File: config.mk
export PLATFORM = sky130hd
export DESIGN_NAME = prga_flat
export DESIGN_NICKNAME = d
export VERILOG_FILES = /design/src/rtl/arc4_pkg.sv /design/src/rtl/prga_if.sv /design/src/rtl/prga.sv /design/src/flat_wrapper.sv
export SDC_FILE = /design/constraint.sdc
export NUM_CORES = 1
export LEC_CHECK = 0
export ABC_AREA = 1
export CORE_ASPECT_RATIO = 1.75
export CORE_MARGIN = 2
export CORE_UTILIZATION = 38
export DETAILED_ROUTE_END_ITERATION = 10
export PLACE_DENSITY = 0.58
export SYNTH_ARGS = -nofsm -noshare
export SYNTH_HDL_FRONTEND = slang
export SYNTH_SLANG_ARGS = --single-unit
File: constraint.sdc
create_clock -name clk -period 3.6 [get_ports clk]
set_clock_uncertainty 0.15 [all_clocks]
set_input_delay 0.36 -clock clk [delete_from_list [all_inputs] [get_ports clk]]
set_output_delay 0.36 -clock clk [all_outputs]
set_load 0.02 [all_outputs]
File: src/rtl/arc4_pkg.sv
// Shared types and constants for the ARC4 decrypt path.
// Latency: n/a (types only).
// Backpressure: n/a.
package arc4_pkg;

    localparam int BYTE_W    = 8;
    localparam int MEM_DEPTH = 256;

    typedef logic [BYTE_W-1:0] byte_t;

    // One state per cycle of the PRGA schedule; *_A issue an address,
    // *_W wait out the synchronous read, *_L latch the returned byte.
    typedef enum logic [3:0] {
        IDLE,
        LEN_A,
        LEN_W,
        LEN_L,
        SI_A,
        SI_W,
        SI_L,
        SJ_A,
        SJ_W,
        SJ_L,
        WR_I,
        WR_J,
        PAD_A,
        PAD_W,
        PT_WR
    } prga_state_t;

endpackage

File: src/rtl/prga_if.sv
// Bus bundle between the PRGA stage and its S/CT/PT memories plus start handshake.
// Latency: n/a (wiring only).
// Backpressure: en is only honoured while rdy=1; memories are never stalled.
// Ports: en/rdy start handshake; s_* S memory (r/w); ct_* CT memory (read); pt_* PT memory (write).
interface prga_if;
    import arc4_pkg::*;

    logic  en;
    logic  rdy;
    byte_t s_addr;
    byte_t s_rddata;
    byte_t s_wrdata;
    logic  s_wren;
    byte_t ct_addr;
    byte_t ct_rddata;
    byte_t pt_addr;
    byte_t pt_wrdata;
    logic  pt_wren;

    // master: the PRGA engine, which drives addresses and write strobes
    modport master (
        input  en, s_rddata, ct_rddata,
        output rdy, s_addr, s_wrdata, s_wren, ct_addr, pt_addr, pt_wrdata, pt_wren
    );

    // slave: the memories and the controller that requests a run
    modport slave (
        output en, s_rddata, ct_rddata,
        input  rdy, s_addr, s_wrdata, s_wren, ct_addr, pt_addr, pt_wrdata, pt_wren
    );

endinterface

File: src/rtl/prga.sv
// RC4 keystream stage: decrypts length-prefixed CT into PT, swapping S in place.
// Latency: 3 cycles + 11 cycles per byte from the accepting edge back to rdy=1.
// Backpressure: none downstream; en is ignored while a run is in progress (rdy=0).
// Ports: clk, rst_n (async active-low); bus (prga_if.master) carrying en/rdy and S/CT/PT memory ports.
module prga
    import arc4_pkg::*;
(
    input  logic     clk,
    input  logic     rst_n,
    prga_if.master   bus
);

    prga_state_t r_state, w_next;

    byte_t r_i, r_j, r_k, r_len, r_si, r_sj;

    // Address/data outputs hold their last driven value in states that do
    // not drive them, so these registers track whatever was last presented.
    byte_t r_s_addr, r_s_wrdata, r_ct_addr, r_pt_addr, r_pt_wrdata;

    logic  w_rdy, w_s_wren, w_pt_wren;
    byte_t w_s_addr, w_s_wrdata, w_ct_addr, w_pt_addr, w_pt_wrdata;

    always_comb begin
        w_next      = r_state;
        w_rdy       = 1'b0;
        w_s_wren    = 1'b0;
        w_pt_wren   = 1'b0;
        w_s_addr    = r_s_addr;
        w_s_wrdata  = r_s_wrdata;
        w_ct_addr   = r_ct_addr;
        w_pt_addr   = r_pt_addr;
        w_pt_wrdata = r_pt_wrdata;

        case (r_state)
            IDLE: begin
                w_rdy = 1'b1;
                if (bus.en) w_next = LEN_A;
            end
            LEN_A: begin
                w_ct_addr = '0;
                w_next    = LEN_W;
            end
            LEN_W: w_next = LEN_L;
            LEN_L: begin
                // Length byte is copied straight through to pt[0].
                w_pt_addr   = '0;
                w_pt_wrdata = bus.ct_rddata;
                w_pt_wren   = 1'b1;
                w_next      = (bus.ct_rddata == '0) ? IDLE : SI_A;
            end
            SI_A: begin
                w_s_addr = r_i + 8'd1;
                w_next   = SI_W;
            end
            SI_W: w_next = SI_L;
            SI_L: w_next = SJ_A;
            SJ_A: begin
                w_s_addr = r_j;
                w_next   = SJ_W;
            end
            SJ_W: w_next = SJ_L;
            SJ_L: w_next = WR_I;
            WR_I: begin
                w_s_addr   = r_i;
                w_s_wrdata = r_sj;
                w_s_wren   = 1'b1;
                w_next     = WR_J;
            end
            WR_J: begin
                // When i==j this rewrites the same cell with its own value.
                w_s_addr   = r_j;
                w_s_wrdata = r_si;
                w_s_wren   = 1'b1;
                w_next     = PAD_A;
            end
            PAD_A: begin
                w_s_addr  = r_si + r_sj;
                w_ct_addr = r_k;
                w_next    = PAD_W;
            end
            PAD_W: w_next = PT_WR;
            PT_WR: begin
                w_pt_addr   = r_k;
                w_pt_wrdata = bus.s_rddata ^ bus.ct_rddata;
                w_pt_wren   = 1'b1;
                w_next      = (r_k == r_len) ? IDLE : SI_A;
            end
            default: w_next = IDLE;
        endcase
    end

    always_ff @(posedge clk or negedge rst_n) begin
        if (!rst_n) begin
            r_state <= IDLE;
        end else begin
            r_state <= w_next;
        end
    end

    always_ff @(posedge clk or negedge rst_n) begin
        if (!rst_n) begin
            r_i         <= '0;
            r_j         <= '0;
            r_k         <= '0;
            r_len       <= '0;
            r_si        <= '0;
            r_sj        <= '0;
            r_s_addr    <= '0;
            r_s_wrdata  <= '0;
            r_ct_addr   <= '0;
            r_pt_addr   <= '0;
            r_pt_wrdata <= '0;
        end else begin
            r_s_addr    <= w_s_addr;
            r_s_wrdata  <= w_s_wrdata;
            r_ct_addr   <= w_ct_addr;
            r_pt_addr   <= w_pt_addr;
            r_pt_wrdata <= w_pt_wrdata;

            case (r_state)
                IDLE: begin
                    if (bus.en) begin
                        r_i <= '0;
                        r_j <= '0;
                        r_k <= '0;
                    end
                end
                LEN_L: begin
                    r_len <= bus.ct_rddata;
                    r_k   <= 8'd1;
                end
                SI_A: r_i <= r_i + 8'd1;
                SI_L: begin
                    r_si <= bus.s_rddata;
                    r_j  <= r_j + bus.s_rddata;
                end
                SJ_L: r_sj <= bus.s_rddata;
                PT_WR: begin
                    // k stops at L (max 255) so it never wraps.
                    if (r_k != r_len) r_k <= r_k + 8'd1;
                end
                default: ;
            endcase
        end
    end

    assign bus.rdy       = w_rdy;
    assign bus.s_addr    = w_s_addr;
    assign bus.s_wrdata  = w_s_wrdata;
    assign bus.s_wren    = w_s_wren;
    assign bus.ct_addr   = w_ct_addr;
    assign bus.pt_addr   = w_pt_addr;
    assign bus.pt_wrdata = w_pt_wrdata;
    assign bus.pt_wren   = w_pt_wren;

endmodule
File: src/flat_wrapper.sv
// flat-port wrapper written by rule: the top's interface ports become plain ports
module prga_flat import arc4_pkg::*;
  (clk, rst_n, bus_en, bus_s_rddata, bus_ct_rddata, bus_rdy, bus_s_addr, bus_s_wrdata, bus_s_wren, bus_ct_addr, bus_pt_addr, bus_pt_wrdata, bus_pt_wren);
  prga_if bus_i ();
  input  logic clk;
  input  logic rst_n;
  input wire logic [$bits(bus_i.en)-1:0] bus_en;
  input wire logic [$bits(bus_i.s_rddata)-1:0] bus_s_rddata;
  input wire logic [$bits(bus_i.ct_rddata)-1:0] bus_ct_rddata;
  output wire logic [$bits(bus_i.rdy)-1:0] bus_rdy;
  output wire logic [$bits(bus_i.s_addr)-1:0] bus_s_addr;
  output wire logic [$bits(bus_i.s_wrdata)-1:0] bus_s_wrdata;
  output wire logic [$bits(bus_i.s_wren)-1:0] bus_s_wren;
  output wire logic [$bits(bus_i.ct_addr)-1:0] bus_ct_addr;
  output wire logic [$bits(bus_i.pt_addr)-1:0] bus_pt_addr;
  output wire logic [$bits(bus_i.pt_wrdata)-1:0] bus_pt_wrdata;
  output wire logic [$bits(bus_i.pt_wren)-1:0] bus_pt_wren;
  assign bus_i.en = bus_en;
  assign bus_i.s_rddata = bus_s_rddata;
  assign bus_i.ct_rddata = bus_ct_rddata;
  assign bus_rdy = bus_i.rdy;
  assign bus_s_addr = bus_i.s_addr;
  assign bus_s_wrdata = bus_i.s_wrdata;
  assign bus_s_wren = bus_i.s_wren;
  assign bus_ct_addr = bus_i.ct_addr;
  assign bus_pt_addr = bus_i.pt_addr;
  assign bus_pt_wrdata = bus_i.pt_wrdata;
  assign bus_pt_wren = bus_i.pt_wren;
  prga u_core (.clk(clk), .rst_n(rst_n), .bus(bus_i));
endmodule
==> results of run 1 <==
## placed cells by master, fill, tap and decap left out, types with 11 or more instances in the layout
| cell | count |
|---|---|
| nand2_1 | 202 |
| dfrtp_1 | 92 |
| inv_1 | 65 |
| clkdlybuf4s50_1 | 60 |
| nand3_1 | 50 |
| o21ai_0 | 48 |
| nor2_1 | 34 |
| nand4_1 | 19 |
| ha_1 | 16 |
| a21oi_1 | 13 |
| xnor2_1 | 13 |
| inv_2 | 11 |
## final cells by class
| class | instances | area share |
|---|---|---|
| sequential | 92 | 0.3817 |
| multi-input combinational | 451 | 0.3800 |
| timing repair buffer | 65 | 0.1062 |
| inverter | 77 | 0.04833 |
| clock buffer | 10 | 0.03796 |
| tap | 171 | 0.03547 |
| clock inverter | 5 | 0.01037 |
## layer usage
layer / up-vias / wire length (um)
li1: 2183 / -
met1: 2119 / 5327
met2: 84 / 7695
met3: 24 / 353
met4: 0 / 531
met5: - / 0
## stage by stage
step / instance area [um^2] / util / hold WS (ns)
finish: 6032 / 0.4713 / 0.3452
global route: 6032 / 0.4713 / 0.3762
CTS: 6032 / 0.4713 / 0.3520
detailed placement: 5731 / 0.4477 / 0.2460
global placement: 5731 / 0.4477 / 0.2398
floorplan: 4935 / - / -0.08559
## registers in the layout (all words and copies together), names as in the netlist
signal,cells
u_core.r_sj,8
u_core.r_si,8
u_core.r_state,4
u_core.r_i,8
u_core.r_s_wrdata,8
u_core.r_ct_addr,8
u_core.r_s_addr,8
u_core.r_j,8
u_core.r_len,8
u_core.r_pt_addr,8
u_core.r_pt_wrdata,8
u_core.r_k,8
## kinds of logic after synthesis
logic type,after synthesis,share of synthesized area
XOR/XNOR,17,0.03017
AO/OA/AOI/OAI,88,0.09990
adder cells (fa/ha/maj),18,0.04868
buffers and inverters,88,0.06897
AND/OR/NAND/NOR,328,0.2857
flip-flops,92,0.4665
## critical path, cell delays in order (launching register included)
cell and delay, ns:
dfrtp_1 0.47, inv_2 0.06, nor2_2 0.13, nand2_2 0.25, nor2_2 0.48, inv_2 0.15
o2111ai_1 0.26, clkdlybuf4s50_1 0.65
## power breakdown
group	leakage (nW)	total, mW	switching [mW]	internal, mW
sequential	1.09	1.23	0.0840	1.14
clock	0.135	0.951	0.412	0.539
combinational	1.65	0.655	0.364	0.292
## path summary, 6_finish.rpt
check	endpoint	depth (start not counted)	startpoint
setup / recovery	bus_s_addr[1]	7	u_core.r_state[3]
hold / removal	u_core.r_pt_addr[3]	2	u_core.r_pt_addr[3]
setup reg to reg	u_core.r_s_addr[1]	6	u_core.r_state[3]
hold reg to reg	u_core.r_pt_addr[3]	2	u_core.r_pt_addr[3]
max in group asynchronous	u_core.r_i[1]	3	rst_n
min in group asynchronous	u_core.r_s_wrdata[5]	2	rst_n
## repair_timing
action,CTS,global route
hold buffers,1,0
gates resized for setup,0,0
setup buffers,0,0
hold endpoints to repair,42,0
setup endpoints to repair,0,0
==> run summary, run 1 <==
Top_reg_cell synth -> dfrtp_1
Register-to-register setup slack -> 1.54 ns
Tightest Pin Transition -> 0.6184 ns
Outcome -> complete, no violations
Number of synthesized flops with an enable pin -> 0
Initial antenna violation count -> 0
GPL Wtd Cong -> 0.8777
Core area -> 12800 um^2
Grt ovf -> 0
DR pass1 iterations -> 4
Cells taking the most area after synthesis -> dfrtp_1 (47%), nand2_1 (15%), nand3_1 (5.1%), inv_1 (4.9%), o21ai_0 (4.9%)
CTS tree -> yes
Fin crit share -> 0.9167
Async set-reset flop share out of synthesis -> 1.000
Met1 Track Usage GR -> 0.2259
Multi-input gate area -> 2292 um^2
Vias in the first global route -> 4504
Hold crit path type -> register to register
Register Area -> 2302 um^2
Most numerous cell in the Yosys netlist -> nand2_1
Area share of the largest cell type after synthesis -> 0.4665
RSZ-0062 raised after global routing -> false
Finished Layout Cells -> 871
Root Buffer -> clkbuf_16
Cell variety after synth -> 36
Sink Count -> 92
Rel. slew slack -> 0.5867
Tot GR Track Use -> 0.2092
CP arrival -> 2.79 ns
Pins over their slew limit -> 0
VDD IR-drop max -> 209.8 uV
Wire per inst -> 15.97 um
Worst-Skew Late Latency -> 0.34 ns
Detailed-route via count -> 4410
Row cnt -> 55
Synth Net Count -> 668
Critical Path RT -> 3.09 ns
Worst-path clk slew -> 0.07 ns
Dpl ws -> 0.6613 ns
Seq/Total Area, Yosys -> 0.4665
H-Tree Depth -> 3
Cts bufs inserted -> 9
Largest area contributor in the netlist -> dfrtp_1
I/O Pins -> 62
I/O Buffers -> 61
Diodes inserted -> 0
Setup violations, final -> 0
First-pass GRT wire length -> 23070 um
Post-synthesis average cell area -> 7.820 um^2
TNS Setup -> 0 ns
Final worst slack -> 0.2999 ns
Synth Instances -> 631
Starting Density -> 0.3855
Die Y -> 154.8 um
Largest net degree at the start of global routing -> 45
Kind of end point of the critical path -> output pin
Yosys Warn Count -> 0
Die X -> 90.15 um
Mapped Area -> 4935 um^2
Critical Setup Path Class -> register to output pin
DP HPWL -> 10840 um
Clk buf depth -> 2
Synth top cells by count -> nand2_1 (202), dfrtp_1 (92), inv_1 (65)
Final min period -> 3.300 ns
PwrDens -> 469.4 nW/um^2
Final #Nets -> 733
MaxCap Viol Count -> 0
Detailed Route WL -> 13910 um
Syn-to-layout area delta -> 22.24%
#FFs+latches synth -> 92
Post-route total power -> 2.831 mW
Met3 Use GR -> 0.02435
Drt initial violations -> 210
Via density -> 5.063
Drt drc -> 0
Crit-path max FO -> 18
Gr busiest metal -> met2
Fmax -> 0.3030 GHz
Final hold vios -> 0
Fill cells -> 1274
Static Leak -> 2.872 nW
CP Launch Type -> register
Share of cells above drive strength 1 -> 0.06714
Final ANT Viol Nets -> 0
Placed cell count -> 855
Die Area -> 13950 um^2
Grt met2 use -> 0.4010
Power figures use the tool's default switching activity.
==> run 2: changes to the inputs <==
==> constraint.sdc (replaced) <==
create_clock -name clk -period 3.6 [get_ports clk]
set_clock_uncertainty 0.15 [all_clocks]
set_input_delay 0.36 -clock clk [delete_from_list [all_inputs] [get_ports clk]]
set_output_delay 0.36 -clock clk [all_outputs]
set_load 0.1 [all_outputs]
==> run summary, run 2 (same netlist as run 1, synthesis figures left out) <==
RSZ-0062 raised after global routing -> false
Most frequent cells in the layout -> nand2_1 (202), dfrtp_1 (92), inv_1 (65), nand3_1 (50), o21ai_0 (48)
Worst stage delay on the critical path -> 0.51 ns (-0.14 ns)
First-pass GRT wire length -> 22670 um (-1.8%)
Setup violations, final -> 0 (unchanged)
CTS resizes -> 0 (unchanged)
H-Tree Depth -> 3 (unchanged)
Setup crit start -> u_core.r_state[2]
Tightest Pin Transition -> 0.9668 ns (+0.3483 ns)
I/O Pins -> 62 (unchanged)
Diodes inserted -> 0 (unchanged)
Worst path bufs/invs -> 2 (-1)
MaxCap Viol Count -> 0 (unchanged)
DP HPWL -> 10710 um (-1.2%)
GPL Wtd Cong -> 0.9166 (+4.4%)
Row cnt -> 55 (unchanged)
Kind of end point of the critical path -> output pin
Crit-path max FO -> 18 (unchanged)
DR pass1 iterations -> 5 (+1)
Tot GR Track Use -> 0.2059 (-0.003334)
Final hold vios -> 0 (unchanged)
Hold crit path type -> primary input to async pin
Worst-path clk slew -> 0.07 ns (about the same)
Initial antenna violation count -> 0 (unchanged)
Via density -> 5.139 (+1.5%)
Share of cells above drive strength 1 -> 0.1302 (+0.06304)
Most frequent CP cell -> nor2_2
Die Area -> 13950 um^2 (unchanged)
Pins over their slew limit -> 0 (unchanged)
Core Util, Final -> 0.4614 (-0.009873)
Final Instance Area -> 5906 um^2 (-2.1%)
Sink Count -> 92 (unchanged)
Crit path depth -> 6 (-1)
Critical Path RT -> 3.09 ns (about the same)
Seq pwr share -> 0.390 (-0.043)
Detailed Route WL -> 13800 um (-0.79%)
Placed instance area -> 5615 um^2 (-2.0%)
CTS Hold Bufs -> 0 (-1)
Vias in the first global route -> 4499 (-0.11%)
Register-to-register setup slack -> 1.51 ns (-0.03 ns)
Starting Density -> 0.3855 (unchanged)
Logic pwr share -> 0.316 (+0.085)
Final #Nets -> 731 (-0.27%)
I/O Buffers -> 61 (unchanged)
CP Cell Sequence -> nor2_2, nand2_2, nor2_2, inv_2, o2111ai_1, buf_4
Critical R2R Capture -> u_core.r_s_addr[1]
NetSw -> 1.240 mW (+44%)
Post-route total power -> 3.134 mW (+11%)
Commonest non-fill, non-tap cell in the layout -> nand2_1
Drt drc -> 0 (unchanged)
Internal power -> 1.895 mW (-3.9%)
Wire per inst -> 15.86 um (-0.68%)
Post-CTS Repair Setup Buffers -> 0 (unchanged)
Max stage delay cell, worst path -> nor2_2
VDD IR-drop max -> 257.7 uV (+23%)
Fmax -> 0.3305 GHz (+9.1%)
Final ANT Viol Nets -> 0 (unchanged)
Final min period -> 3.026 ns (-0.2742 ns)
Root Buffer -> clkbuf_16
Fill cells -> 1323 (+3.8%)
Die X -> 90.15 um (unchanged)
Detailed-route via count -> 4471 (+1.4%)
Critical Setup Path Class -> register to output pin
Drt initial violations -> 299 (+42%)
Critical R2R Launch -> u_core.r_state[2]
Rel. slew slack -> 0.3555 (-0.2312)
Min Hold Slack -> 0.01237 ns (-0.3328 ns)
Core area -> 12800 um^2 (unchanged)
Register Area -> 2302 um^2 (unchanged)
CTS tree -> yes
CP Capture Point -> bus_s_addr[1]
Multi-input gate area -> 2292 um^2 (unchanged)
Cts bufs inserted -> 9 (unchanged)
Static Leak -> 2.920 nW (+1.7%)
Reg2Reg Depth -> 5 (-1)
Grt ovf -> 0 (unchanged)
Largest net degree at the start of global routing -> 74 (+64%)
Top delay family on crit path -> simple AND/OR/NAND/NOR gates
PwrDens -> 530.7 nW/um^2 (+13%)
Syn-to-layout area delta -> 19.68%
CP Launch Type -> register
Outcome -> complete, no violations
Die Y -> 154.8 um (unchanged)
Clk buf depth -> 2 (unchanged)
Sw frac -> 0.3955 (+0.09186)
CP arrival -> 2.52 ns (-0.27 ns)
Clock power frac -> 0.294 (-0.042)
Fin crit share -> 0.8405 (-0.07616)
Worst-Skew Late Latency -> 0.34 ns (about the same)
[run 2: area by class of cell]
class | instances | area share
repair buffers | 63 | 0.08729
flip-flops and latches | 92 | 0.3898
inverters | 77 | 0.04936
multi-input cells | 451 | 0.3881
clock buffers | 9 | 0.03814
well taps | 171 | 0.03623
clock inverters | 7 | 0.01102
[run 2: power by group through the flow]
stage / clock network (mW) / logic [mW] / registers [mW]
6_report: 0.923 / 0.989 / 1.22
2_1_floorplan: 0 / 0.772 / 1.21
3_3_place_gp: 0 / 0.975 / 1.24
3_5_place_dp: 0 / 0.994 / 1.24
5_1_grt: 0.991 / 1.07 / 1.24
4_1_cts: 0.957 / 0.995 / 1.22
[run 2: metal layers]
metal,routed length (um),track usage,up-vias
met5,0,0,-
met4,561,0.09963,0
met3,349,0.02582,31
met2,7662,0.3913,103
met1,5225,0.2226,2155
li1,-,-,2182
[run 2: worst min-delay path by stage]
| stage | to | cells past startpoint | slack [ns] |
|---|---|---|---|
| floorplan | u_core.r_ct_addr[0] | 0 | -0.09 |
| global placement | u_core.r_pt_addr[5] | 2 | 0.34 |
| detailed placement | u_core.r_pt_addr[5] | 2 | 0.34 |
| CTS | u_core.r_s_wrdata[6] | 1 | 0.07 |
| global route | u_core.r_s_wrdata[5] | 1 | 0.09 |
| finish | u_core.r_s_wrdata[5] | 1 | 0.01 |
[run 2: per-stage QoR]
| stage | worst slack [ns] | std cells | TNS [ns] |
|---|---|---|---|
| after floorplan | -0.01934 | 631 | -0.2545 |
| final | 0.5741 | 870 | 0 |
| after CTS | 0.6008 | 870 | 0 |
| after global placement | 1.047 | 854 | 0 |
| after detailed placement | 0.9774 | 854 | 0 |
| after global routing | 0.3336 | 870 | 0 |
==> run 3: changes to the inputs <==
--- a/config.mk
+++ b/config.mk
@@ -10,7 +10,7 @@
 export CORE_MARGIN = 2
 export CORE_UTILIZATION = 38
 export DETAILED_ROUTE_END_ITERATION = 10
-export PLACE_DENSITY = 0.58
+export PLACE_DENSITY = 0.6
 export SYNTH_ARGS = -nofsm -noshare
 export SYNTH_HDL_FRONTEND = slang
 export SYNTH_SLANG_ARGS = --single-unit
==> constraint.sdc (replaced) <==
create_clock -name clk -period 2.7 [get_ports clk]
set_clock_uncertainty 0.15 [all_clocks]
set_input_delay 0.27 -clock clk [delete_from_list [all_inputs] [get_ports clk]]
set_output_delay 0.27 -clock clk [all_outputs]
set_load 0.1 [all_outputs]
==> run summary, run 3 (same netlist as run 1, synthesis figures left out) <==
Worst stage delay on the critical path -> 0.52 ns (about the same)
Fmax -> 0.3881 GHz
Final worst slack -> 0.1236 ns (-0.4505 ns)
Worst path bufs/invs -> 2 (unchanged)
Final min period -> 2.576 ns
Hold crit path type -> primary input to async pin
Final Instance Area -> 6548 um^2 (+11%)
Critical R2R Launch -> u_core.r_state[1]
Critical Setup Path Class -> register to output pin
Multi-input gate area -> 2380 um^2 (+3.8%)
Diodes inserted -> 0 (unchanged)
CP arrival -> 2.16 ns (-0.36 ns)
RSZ-0062 raised after global routing -> true
Drt drc -> 0 (unchanged)
Top delay family on crit path -> adder cells
Final #Nets -> 738 (+0.96%)
Detailed Route WL -> 14120 um (+2.3%)
Sink Count -> 92 (unchanged)
Crit-path max FO -> 3 (-15)
Max stage delay cell, worst path -> fa_2
Syn-to-layout area delta -> 32.68%
Fin crit share -> 0.9542
Reg2Reg Depth -> 9 (+4)
Crit path depth -> 7 (+1)
Initial antenna violation count -> 0 (unchanged)
Met1 Track Usage GR -> 0.2316 (+0.008998)
Worst-path clk slew -> 0.07 ns (about the same)
I/O Pins -> 62 (unchanged)
Final ANT Viol Nets -> 0 (unchanged)
Rel. slew slack -> 0.5643 (+0.2089)
CP Cell Sequence -> ha_2, inv_1, fa_2, nor2_1, a21oi_1, o2111ai_2, buf_12
Placed instance area -> 6225 um^2 (+11%)
Dpl ws -> 0.4510 ns (-0.5264 ns)
Largest net degree at the start of global routing -> 46 (-38%)
Worst-Skew Late Latency -> 0.34 ns (about the same)
Root Buffer -> clkbuf_16
CP Capture Point -> bus_s_addr[1]
Grt ovf -> 0 (unchanged)
Cts bufs inserted -> 9 (unchanged)
Clk buf depth -> 2 (unchanged)
Critical R2R Capture -> u_core.r_k[6]
Min Hold Slack -> 0.3303 ns (+0.3179 ns)
Gr busiest metal -> met2
Row cnt -> 55 (unchanged)
Static Leak -> 3.140 nW (+7.5%)
Via density -> 5.206 (+1.3%)
Most frequent cells in the layout -> nand2_1 (202), dfrtp_1 (92), inv_1 (63), nand3_1 (46), buf_12 (40)
Wire per inst -> 16.10 um (+1.5%)
Critical Path RT -> 2.28 ns (-0.81 ns)
Kind of end point of the critical path -> output pin
Pins over their slew limit -> 0 (unchanged)
Share of cells above drive strength 1 -> 0.1671 (+0.03695)
MaxCap Viol Count -> 0 (unchanged)
Final hold vios -> 0 (unchanged)
Grt met2 use -> 0.3906 (-0.0007161)
CP Launch Type -> register
Met3 Use GR -> 0.03751 (+0.01169)
CTS tree -> yes
Register Area -> 2302 um^2 (unchanged)
Tot GR Track Use -> 0.2167 (+0.01082)
Core area -> 12800 um^2 (unchanged)
Vias in the first global route -> 4718 (+4.9%)
VDD IR-drop max -> 352.1 uV (+37%)
Post-CTS Repair Setup Buffers -> 0 (unchanged)
Drt initial violations -> 241 (-19%)
Setup crit start -> u_core.r_sj[0]
Fill cells -> 1205 (-8.9%)
Setup violations, final -> 0 (unchanged)
Die Area -> 13950 um^2 (unchanged)
PwrDens -> 674.5 nW/um^2 (+27%)
H-Tree Depth -> 3 (unchanged)
GPL Wtd Cong -> 0.9043 (-1.3%)
Tightest Pin Transition -> 0.6519 ns (-0.3149 ns)
I/O Buffers -> 61 (unchanged)
Die X -> 90.15 um (unchanged)
DP HPWL -> 11120 um (+3.8%)
Commonest non-fill, non-tap cell in the layout -> nand2_1
Detailed-route via count -> 4566 (+2.1%)
DR pass1 iterations -> 5 (unchanged)
Outcome -> complete, no violations
First-pass GRT wire length -> 23700 um (+4.6%)
Starting Density -> 0.3855 (unchanged)
Die Y -> 154.8 um (unchanged)
Register-to-register setup slack -> 0.76 ns (-0.75 ns)
==> run 3: cell types whose count changed in the layout (fill, tap and decap cells not counted), moves of 2 or more <==
cell        change
buf_4          -34
nand3_1         -4
buf_12         +40
o21ai_2         +9
nand3_2         +4
nand2_4         +2
o21ai_1         +6
clkinvlp_4      +2
inv_1           -2
nand2_2         -2
o21ai_0        -15
inv_8           -2
==> run 3: layer usage <==
layer	vias to the layer above	routed length (um)
met5	-	0
met4	0	903
met1	2157	5008
met3	59	623
met2	150	7582
li1	2200	-
==> run 3: repair_timing <==
item / 4_1_cts / 5_1_grt
gates resized for setup: 0 / 6
hold endpoints to repair: 41 / 0
hold buffers: 1 / 0
endpoints found under the setup margin: 0 / 3
==> run 3: cell type report <==
cell class                 instances  area share
clock buffer                      10     0.03650
clock inverter                     6    0.007071
sequential                        92      0.3516
tap                              171     0.03268
timing repair buffer              70      0.1636
multi-input combinational        451      0.3635
inverter                          77     0.04510
==> run 3: worst reg2reg max path, stage by stage, from the launching register on <==
cell     delay, ns
dfrtp_1       0.47
inv_2         0.05
nor2_2        0.12
nand2_2       0.21
buf_4         0.26
inv_2         0.10
nand3_2       0.20
nand2_4       0.17
nand2_1       0.06
nand2_1       0.07
==> run 3: worst min path at each step <==
stage                           end  slack, ns  start  cells past startpoint
2_1_floorplan   u_core.r_ct_addr[0]      -0.18  rst_n                      0
3_3_place_gp   u_core.r_s_wrdata[6]       0.17  rst_n                      1
3_5_place_dp         u_core.r_sj[6]       0.17  rst_n                      1
4_1_cts              u_core.r_sj[6]       0.36  rst_n                      2
5_1_grt        u_core.r_s_wrdata[6]       0.39  rst_n                      2
6_report       u_core.r_s_wrdata[6]       0.33  rst_n                      2
==> run 3: metrics by stage <==
step	cells	util	total power, mW	TNS [ns]
after detailed placement	860	0.4863	3.222	0
final	877	0.5115	4.416	0
after global routing	877	0.5115	4.641	-0.008638
after floorplan	631	-	2.649	-1.614
after global placement	860	0.4863	3.203	0
after CTS	877	0.5094	4.432	0
==> run 3: power by group <==
group / switching (mW) / internal [mW]
sequential: 0.104 / 1.52
clock: 0.553 / 0.656
combinational: 1.02 / 0.561
